## src/rtl/lsu_pkg.sv

```systemverilog
// lsu_pkg: shared definitions for the memory-stage load/store unit.
//   - funct3 width/sign codes for RV32I loads and stores
//   - lsu_state_t: transaction FSM states
//   - wstrb_shift: positions a byte-enable pattern at the access offset
//   - access_bad: flags illegal funct3 and misaligned accesses
package lsu_pkg;

    localparam logic [2:0] F3_B  = 3'b000;
    localparam logic [2:0] F3_H  = 3'b001;
    localparam logic [2:0] F3_W  = 3'b010;
    localparam logic [2:0] F3_BU = 3'b100;
    localparam logic [2:0] F3_HU = 3'b101;

    typedef enum logic [1:0] {
        ST_IDLE = 2'd0,
        ST_REQ  = 2'd1,
        ST_WAIT = 2'd2,
        ST_DONE = 2'd3
    } lsu_state_t;

    function automatic logic [3:0] wstrb_shift(input logic [3:0] base, input logic [1:0] ofs);
        return base << ofs;
    endfunction

    // Unsigned variants exist only for loads; halves and words must be naturally aligned.
    function automatic logic access_bad(input logic is_store, input logic [2:0] f3,
                                        input logic [1:0] lo);
        logic b;
        case (f3)
            F3_B:    b = 1'b0;
            F3_H:    b = lo[0];
            F3_W:    b = (lo != 2'b00);
            F3_BU:   b = is_store;
            F3_HU:   b = is_store | lo[0];
            default: b = 1'b1;
        endcase
        return b;
    endfunction

endpackage

```

## src/rtl/load_store_unit_load_extend.sv

```systemverilog
// load_extend: selects the addressed byte/half/word of a read word and
// sign- or zero-extends it to 32 bits.
//   rdata   in  32  word returned by the bus
//   addr_lo in   2  byte offset of the access
//   funct3  in   3  width/sign code
//   result  out 32  extended load value
module load_extend
    import lsu_pkg::*;
(
    input  logic [31:0] rdata,
    input  logic [1:0]  addr_lo,
    input  logic [2:0]  funct3,
    output logic [31:0] result
);

    logic [7:0]  byte_sel;
    logic [15:0] half_sel;

    always_comb begin
        case (addr_lo)
            2'd0: byte_sel = rdata[7:0];
            2'd1: byte_sel = rdata[15:8];
            2'd2: byte_sel = rdata[23:16];
            default: byte_sel = rdata[31:24];
        endcase
        half_sel = addr_lo[1] ? rdata[31:16] : rdata[15:0];

        case (funct3)
            F3_B:    result = {{24{byte_sel[7]}}, byte_sel};
            F3_BU:   result = {24'h0, byte_sel};
            F3_H:    result = {{16{half_sel[15]}}, half_sel};
            F3_HU:   result = {16'h0, half_sel};
            default: result = rdata;
        endcase
    end

endmodule

```

## src/rtl/load_store_unit.sv

```systemverilog
// load_store_unit: memory-stage load/store unit. Converts one load/store per
// instruction into a single-outstanding req/gnt/rvalid bus transaction and
// stalls the pipeline while it is in flight.
//   clk, rst (sync, active-high)
//   mem_read, mem_write, funct3, alu_out, rs2_data : memory-stage instruction
//   data_memory_output : registered, extended load result
//   stall_mem          : freeze PC / pipeline registers
//   mem_fault          : one-cycle pulse on misalign, illegal funct3, timeout
//   bus_req/gnt/we/addr/wdata/wstrb/rvalid/rdata : data-memory bus
//
// state   | meaning
// IDLE    | waiting for an access; decodes and validates it
// REQ     | bus_req high with latched fields, waiting for bus_gnt
// WAIT    | request accepted, waiting for bus_rvalid
// DONE    | result valid, pipeline advances; inputs ignored
module load_store_unit
    import lsu_pkg::*;
#(
    parameter int TIMEOUT_CYC = 16
) (
    input  logic        clk,
    input  logic        rst,
    input  logic        mem_read,
    input  logic        mem_write,
    input  logic [2:0]  funct3,
    input  logic [31:0] alu_out,
    input  logic [31:0] rs2_data,
    output logic [31:0] data_memory_output,
    output logic        stall_mem,
    output logic        mem_fault,
    output logic        bus_req,
    input  logic        bus_gnt,
    output logic        bus_we,
    output logic [31:0] bus_addr,
    output logic [31:0] bus_wdata,
    output logic [3:0]  bus_wstrb,
    input  logic        bus_rvalid,
    input  logic [31:0] bus_rdata
);

    localparam int CW = $clog2(TIMEOUT_CYC + 1);

    lsu_state_t  state;
    logic [CW-1:0] tmo_cnt;
    logic [1:0]  req_lo;
    logic [2:0]  req_f3;
    logic        access;
    logic        bad;
    logic        accept;
    logic        tmo_hit;
    logic [31:0] load_val;
    logic [31:0] next_wdata;
    logic [3:0]  next_wstrb;

    assign access    = mem_read | mem_write;
    assign bad       = access_bad(mem_write, funct3, alu_out[1:0]);
    assign accept    = (state == ST_IDLE) && access && !bad;
    assign stall_mem = accept || (state == ST_REQ) || (state == ST_WAIT);
    assign bus_req   = (state == ST_REQ);
    assign tmo_hit   = (tmo_cnt == CW'(TIMEOUT_CYC - 1));

    always_comb begin
        case (funct3)
            F3_B:    next_wdata = {4{rs2_data[7:0]}};
            F3_H:    next_wdata = {2{rs2_data[15:0]}};
            default: next_wdata = rs2_data;
        endcase
        if (!mem_write) begin
            next_wstrb = 4'b0000;
        end else begin
            case (funct3)
                F3_B:    next_wstrb = wstrb_shift(4'b0001, alu_out[1:0]);
                F3_H:    next_wstrb = wstrb_shift(4'b0011, alu_out[1:0]);
                default: next_wstrb = 4'b1111;
            endcase
        end
    end

    load_extend u_load_extend (
        .rdata   (bus_rdata),
        .addr_lo (req_lo),
        .funct3  (req_f3),
        .result  (load_val)
    );

    always_ff @(posedge clk) begin
        if (rst) begin
            state              <= ST_IDLE;
            tmo_cnt            <= '0;
            req_lo             <= '0;
            req_f3             <= '0;
            bus_we             <= 1'b0;
            bus_addr           <= '0;
            bus_wdata          <= '0;
            bus_wstrb          <= '0;
            data_memory_output <= '0;
            mem_fault          <= 1'b0;
        end else begin
            mem_fault <= 1'b0;
            case (state)
                ST_IDLE: begin
                    if (access) begin
                        if (bad) begin
                            mem_fault          <= 1'b1;
                            data_memory_output <= '0;
                        end else begin
                            state     <= ST_REQ;
                            tmo_cnt   <= '0;
                            req_lo    <= alu_out[1:0];
                            req_f3    <= funct3;
                            bus_we    <= mem_write;
                            bus_addr  <= {alu_out[31:2], 2'b00};
                            bus_wdata <= next_wdata;
                            bus_wstrb <= next_wstrb;
                        end
                    end
                end
                ST_REQ, ST_WAIT: begin
                    tmo_cnt <= tmo_cnt + CW'(1);
                    // A grant in REQ wins even if rvalid shows up in the same cycle;
                    // the response is only taken in WAIT.
                    if (state == ST_REQ && bus_gnt) begin
                        state <= ST_WAIT;
                    end else if (state == ST_WAIT && bus_rvalid) begin
                        state <= ST_DONE;
                        if (!bus_we) begin
                            data_memory_output <= load_val;
                        end
                    end else if (tmo_hit) begin
                        state              <= ST_DONE;
                        mem_fault          <= 1'b1;
                        data_memory_output <= '0;
                    end
                end
                ST_DONE: state <= ST_IDLE;
                default: state <= ST_IDLE;
            endcase
        end
    end

endmodule

```

## config.mk

```make
export PLATFORM = sky130hd
export DESIGN_NAME = load_store_unit
export DESIGN_NICKNAME = d
export VERILOG_FILES = /design/src/rtl/lsu_pkg.sv /design/src/rtl/load_store_unit_load_extend.sv /design/src/rtl/load_store_unit.sv
export SDC_FILE = /design/constraint.sdc
export NUM_CORES = 1
export LEC_CHECK = 0
export CORE_MARGIN = 2
export CORE_UTILIZATION = 48
export CTS_BUF_LIST = sky130_fd_sc_hd__clkbuf_4 sky130_fd_sc_hd__clkbuf_8
export DETAILED_ROUTE_END_ITERATION = 7
export PLACE_DENSITY = 0.88
export REMOVE_ABC_BUFFERS = 1
export SYNTH_ARGS = -nofsm -noshare
export SYNTH_HDL_FRONTEND = slang
export SYNTH_SLANG_ARGS = --single-unit
export TNS_END_PERCENT = 5
```

## constraint.sdc

```tcl
create_clock -name clk -period 3.8 [get_ports clk]
set_input_delay 0.76 -clock clk [delete_from_list [all_inputs] [get_ports clk]]
set_output_delay 0.76 -clock clk [all_outputs]
set_load 0.03 [all_outputs]
```

* Yosys cells after proc, flatten, opt, wreduce, memory -nomap -nowiden *
Index checks and enable logic that the tools add are counted.

word-level totals
  register bits after elaboration = 112
  input bits = 105
  output and inout port bits = 104
  logic and storage cells = 83

operators by class
  $add $sub $neg = 1
  equal/unequal tests = 20
  shift operators = 2
  muxes and demuxes = 29
  bitwise logic cells = 3
  reduce and logical (&&, ||, !) cells = 18

operators with widths
  operator               count
  $mux W32               6
  $pmux W32 S2           2
  $pmux W32 S4           1
  $pmux W8 S3            1
  $mux W16               1
  $eq A3 B3 Y1 const B   4
  $mux W2                5
  $mux W5                2
  $pmux W5 S2            1
  $reduce_and A3 Y1      3
  $ne A2 B2 Y1 const B   4
  $pmux W4 S2            1
  $eq A2 B2 Y1 const B   3
  $eq A3 B1 Y1 const B   2
  $logic_not A3 Y1       2
  $ne A3 B3 Y1 const B   2
  $pmux W2 S3            1
  $reduce_and A6 Y1      1
  $add A5 B1 Y5 const B  1
  $eq A5 B4 Y1 const B   1
  $mux W1                5
  $pmux W1 S5            1
  $eq A2 B1 Y1 const B   2
  $logic_and A1 B1 Y1    4
  other kinds (13)       17

* Longest topological paths before layout *
Gate-level depths: netlist of run 1.

  word-level depth = 7
  gate-level depth with buffers = 10
  depth with buffers taken out = 8

* Cells and area by module *
Synthesis of run 1 repeated with hierarchy kept, for this count alone.

second synthesis, totals
  cells, all modules = 630
  area total of the unflattened synthesis = 5407.7 um^2

by module, submodules not included
  module           instances  cells an instance  area an instance (um^2)  seq. area each (um^2)
  load_store_unit  1          497                4438.0                   2242.2
  load_extend      1          133                969.7                    0.0

* Worst setup path before layout of run 1 *
OpenSTA, ideal clock, no wires.

  kind = input-to-output
  start = input port funct3[0]
  end = output port stall_mem
  arrival time = 2.033 ns
  data required time = 3.040 ns
  setup slack = 1.007 ns
  stages on the path = 6
  path buffers = 2
  path through = buf_2 > nor4_1 > nor2_1 > nor2_1 > buf_2 > or3_1

on the way
  longest elaborated chain between the ends = 6
  elaborated cells between the ends (all ways) = 10
  those cells by class = eq/ne (4); mux (1); reduce/logical (5)

ends and longest elaborated chain
  what                                        RTL line               source
  start, declared                             load_store_unit.sv:25  input logic [2:0] funct3,
  $eq A3 B3 Y1, or another cell as far along  lsu_pkg.sv:29          case (f3)
  $pmux W1 S5 *                               lsu_pkg.sv:29
  $logic_not A1 Y1 *                          load_store_unit.sv:57  assign accept = (state == ST_IDLE) && access && !bad;
  $logic_and A1 B1 Y1 *                       load_store_unit.sv:57
  $logic_or A1 B1 Y1 * (2 in series)          load_store_unit.sv:58  assign stall_mem = accept || (state == ST_REQ) || (state == ST_WAIT);
  end, declared                               load_store_unit.sv:29  output logic stall_mem,

Every way passes the cells marked *; elsewhere a longest branch is shown, timed or not.

* Final worst setup path of run 1 *
  start = input port alu_out[0]
  end = output port stall_mem

on the way
  longest elaborated chain between the ends = 6
  elaborated cells between the ends (all ways) = 7
  those cells by class = mux (1); bitwise (1); reduce/logical (5)

ends and longest elaborated chain
  what                                                       RTL line                      source
  start, declared                                            load_store_unit.sv:26         input logic [31:0] alu_out,
  $or A1 B1 Y1 / $reduce_bool A2 Y1 (equally long branches)  lsu_pkg.sv:34, lsu_pkg.sv:32
  $pmux W1 S5 *                                              lsu_pkg.sv:29
  $logic_not A1 Y1 *                                         load_store_unit.sv:57
  $logic_and A1 B1 Y1 *                                      load_store_unit.sv:57
  $logic_or A1 B1 Y1 * (2 in series)                         load_store_unit.sv:58

Marks and branches as above.

==> results of run 1 <==
==> worst max-delay path, delay by kind of cell <==
kind,cells,cell delay [ns]
AOI/OAI and AO/OA,1,0.62
buffers and inverters,2,0.67
and+or+nand+nor,3,0.49
==> kinds of logic (layout without fill, tap and decap cells) <==
group	Yosys count	in the layout	share of synthesized area, %
and+or+nand+nor	218	218	18.5
AOI/OAI and AO/OA	199	199	25.5
DFF	112	112	44.0
buffers and inverters	66	248	5.94
muxes	21	21	4.37
adders and majority gates	7	7	1.72
other	1	2	0.0735
==> stage by stage <==
step                      total power [mW]  util (%)  setup slack, ns  instances  setup TNS [ns]
after CTS                             3.50      71.7            0.512        943               0
after global placement                2.75      69.8            0.579        927               0
after detailed placement              2.79      69.8            0.432        927               0
final                                 3.49      71.7            0.497        943               0
after floorplan                       2.20         -            -1.03        570          -12.50
after global routing                  3.68      71.7            0.369        943               0
==> worst max-delay path by stage <==
stage	cells past startpoint	to	slack [ns]
floorplan	4	stall_mem	-1.03
global placement	6	stall_mem	0.58
detailed placement	7	bus_wdata[21]	0.43
CTS	6	stall_mem	0.51
global route	6	stall_mem	0.37
finish	6	stall_mem	0.50
==> sequential cells by signal (all words and copies together) (netlist names) <==
signal              flops
bus_wdata              32
data_memory_output     32
bus_addr               30
tmo_cnt                 5
bus_wstrb               4
req_f3                  3
req_lo                  2
state                   2
bus_we                  1
mem_fault               1
==> cells in the final DEF (no fill, tap or decap), types with 4 or more instances in the layout <==
| cell type | netlist | layout |
|---|---|---|
| a2111oi_0 | 4 | 4 |
| a211oi_1 | 25 | 24 |
| a21oi_1 | 76 | 76 |
| a311oi_1 | 8 | 8 |
| and2_1 | 6 | 6 |
| buf_4 | 8 | 16 |
| clkbuf_8 | 0 | 10 |
| clkdlybuf4s50_1 | 0 | 204 |
| dfxtp_1 | 112 | 112 |
| ha_1 | 7 | 7 |
| inv_1 | 11 | 11 |
| mux2i_1 | 20 | 20 |
| nand2_1 | 109 | 109 |
| nand3_1 | 33 | 33 |
| nor2_1 | 49 | 47 |
| nor2b_1 | 6 | 6 |
| o211ai_1 | 5 | 5 |
| o21ai_0 | 36 | 36 |
| o31ai_1 | 18 | 18 |
| o41ai_2 | 5 | 5 |
==> layout make-up <==
type                    instances  area, um2  area share, %
multi-input cells             447       2590           34.9
flip-flops and latches        112       2240           30.3
repair buffers                221       2170           29.3
well taps                     136        170           2.30
clock buffers                  10        138           1.86
clock inverters                 6       60.1          0.811
inverters                      11       41.3          0.558
==> per-layer routing <==
layer / track usage [%] / wire length, um / vias to the layer above
li1: - / - / 2556
met1: 31.4 / 6110 / 2471
met2: 47.5 / 7940 / 250
met3: 11.6 / 1740 / 31
met4: 9.37 / 287 / 0
met5: 0 / 0 / -
==> report_power, final <==
| group | leakage, nW | total [mW] | switching, mW | internal [mW] |
|---|---|---|---|---|
| combinational | 1.62 | 1.40 | 0.869 | 0.526 |
| sequential | 0.911 | 1.39 | 0.0884 | 1.30 |
| clock | 0.101 | 0.702 | 0.430 | 0.272 |
==> impl_metrics.csv, run 1 <==
group,metric,value,unit
outcome,outcome,"finished clean",
floorplan,die_area,11500,um2
floorplan,start_util,49.4,%
placement,globalplace.congestion,0.925,
sta,max_freq,0.303,GHz
final_layout,syn_to_final_growth,45.2,%
routing,routed_wire_length_per_instance,17.0,um
floorplan,pin_count,209,
synthesis,ys_ff_latch,112,
floorplan,die_w,107,um
synthesis,yosys-top-cells-count,"112 x dfxtp_1, 109 x nand2_1, 76 x a21oi_1, 49 x nor2_1, 36 x o21ai_0",
synthesis,synth_top_area_share,44.0,%
final_layout,design_area,7410,um2
routing,vias_per_cell,5.63,
sta,hold-worst-slack,0.458,ns
clock_tree,root_buffer,"clkbuf_8",
routing,drtPass1Iterations,5,
critical_path,critical_path_class,"in2out",
grt,track_usage,27.9,%
final_layout,drive_gt1_share,6.20,%
pwr,cellPowerDensity,471,nW/um2
run,cap_violations,0,
synthesis,synth_flop_cell,"dfxtp_1",
final_layout,diodes,0,
synthesis,synth-edff-count,0,
sta,worst_pin_slew,1.08,ns
critical_path,slowest_delay,0.62,ns
critical_path,path_max_fanout,8,
clock_tree,cts_tree,"done",
clock_tree,cts_buffers,9,
synthesis,synthTopCellsByArea,"dfxtp_1 44%, nand2_1 8.0%, a21oi_1 7.5%",
synthesis,synthArstFlopShare,0,%
final_layout,fin_nets,914,
floorplan,rows,37,
synthesis,synth_cells,624,
sta,setup_viol,0,
grt,antenna_found_initial,0,
grt,first_global_vias,5352,
critical_path,path_cells,"clkdlybuf4s50_1 -> a221oi_1 -> nor2_1 -> nor2_4 -> or3_1 -> buf_4",
critical_path,r2r_cells,5,
pwr,power_leakage,2.63,nW
sta,maxSlewHeadroom,27.7,%
sta,period_minus_slack,3.30,ns
floorplan,die_h,107,um
critical_path,cp.arrival,2.54,ns
clock_tree,cts_buffer_depth,2,
routing,drt_iter0_markers,318,
pwr,ir_worst_vdd,298,uV
synthesis,ys_warn_count,0,
min_path,hold_path.class,"reg2reg",
routing,drcViolationCount,0,
critical_path,r2r_slack,1.33,ns
placement,dpl_cell_area,7210,um2
clock_tree,htree_levels,3,
routing,vias,5308,
synthesis,synth_top_cell_by_area,"dfxtp_1",
critical_path,rr_endpoint,"data_memory_output[22]",
clock_tree,clk_latency,0.37,ns
sta,grt_setup_unrepaired,"false",
clock_tree,clkSinkCount,112,
sta,fin_crit_sh,86.9,%
critical_path,cp.required,3.04,ns
clock_tree,clk_pin_slew,0.10,ns
grt,grt_max_degree,76,
critical_path,cp-end-kind,"primary output",
critical_path,r2r_start,"req_lo[1]",
critical_path,slowest_stage,"a221oi_1",
synthesis,seq_area_frac_synth,44.0,%
clock_tree,post_cts_buffers,0,
clock_tree,cts_resized,0,
final_layout,fillCellCount,777,
min_path,min_to,"bus_wdata[6]",
clock_tree,hold_buffers,0,
synthesis,synthesis.area,5100,um2
sta,hold_viol_final,0,
sta,finalMaxSlewViolations,0,
grt,grt_pass1_wl,25800,um
min_path,hold_depth,2,
grt,overflow,0,
sta,finClkSkew,0.0111,ns
synthesis,synth.most_common_cell,"dfxtp_1",
floorplan,core_area,10300,um2
placement,hpwlAfterDp,11600,um
min_path,min-delay-start,"bus_wdata[6]",
critical_path,crit_start,"alu_out[0]",
synthesis,synth_cell_types,49,
synthesis,postSynthAreaPerCell,8.17,um2
routing,drt-total-wl,16100,um
critical_path,critPathLaunchType,"input pin",
placement,numPortBuffers,206,
routing,ant_nets,0,
Note: power is estimated with default switching activity, not from simulation.
==> inputs of run 2 (changes only) <==
--- a/config.mk
+++ b/config.mk
@@ -9,6 +9,8 @@
 export CORE_UTILIZATION = 48
 export CTS_BUF_LIST = sky130_fd_sc_hd__clkbuf_4 sky130_fd_sc_hd__clkbuf_8
 export DETAILED_ROUTE_END_ITERATION = 7
+export GPL_TIMING_DRIVEN = 1
+export HOLD_SLACK_MARGIN = 0.08
 export PLACE_DENSITY = 0.88
 export REMOVE_ABC_BUFFERS = 1
 export SYNTH_ARGS = -nofsm -noshare
==> results of run 2 <==
No change in the layout: final DEF, timing and power equal those of run 1.
==> inputs of run 3 (changes only) <==
--- a/config.mk
+++ b/config.mk
@@ -7,7 +7,7 @@
 export LEC_CHECK = 0
 export CORE_MARGIN = 2
 export CORE_UTILIZATION = 48
-export CTS_BUF_LIST = sky130_fd_sc_hd__clkbuf_4 sky130_fd_sc_hd__clkbuf_8
+export CTS_BUF_LIST = sky130_fd_sc_hd__clkbuf_8
 export DETAILED_ROUTE_END_ITERATION = 7
 export GPL_TIMING_DRIVEN = 1
 export HOLD_SLACK_MARGIN = 0.08
==> results of run 3 <==
No change in the layout: final DEF, timing and power equal those of run 1.
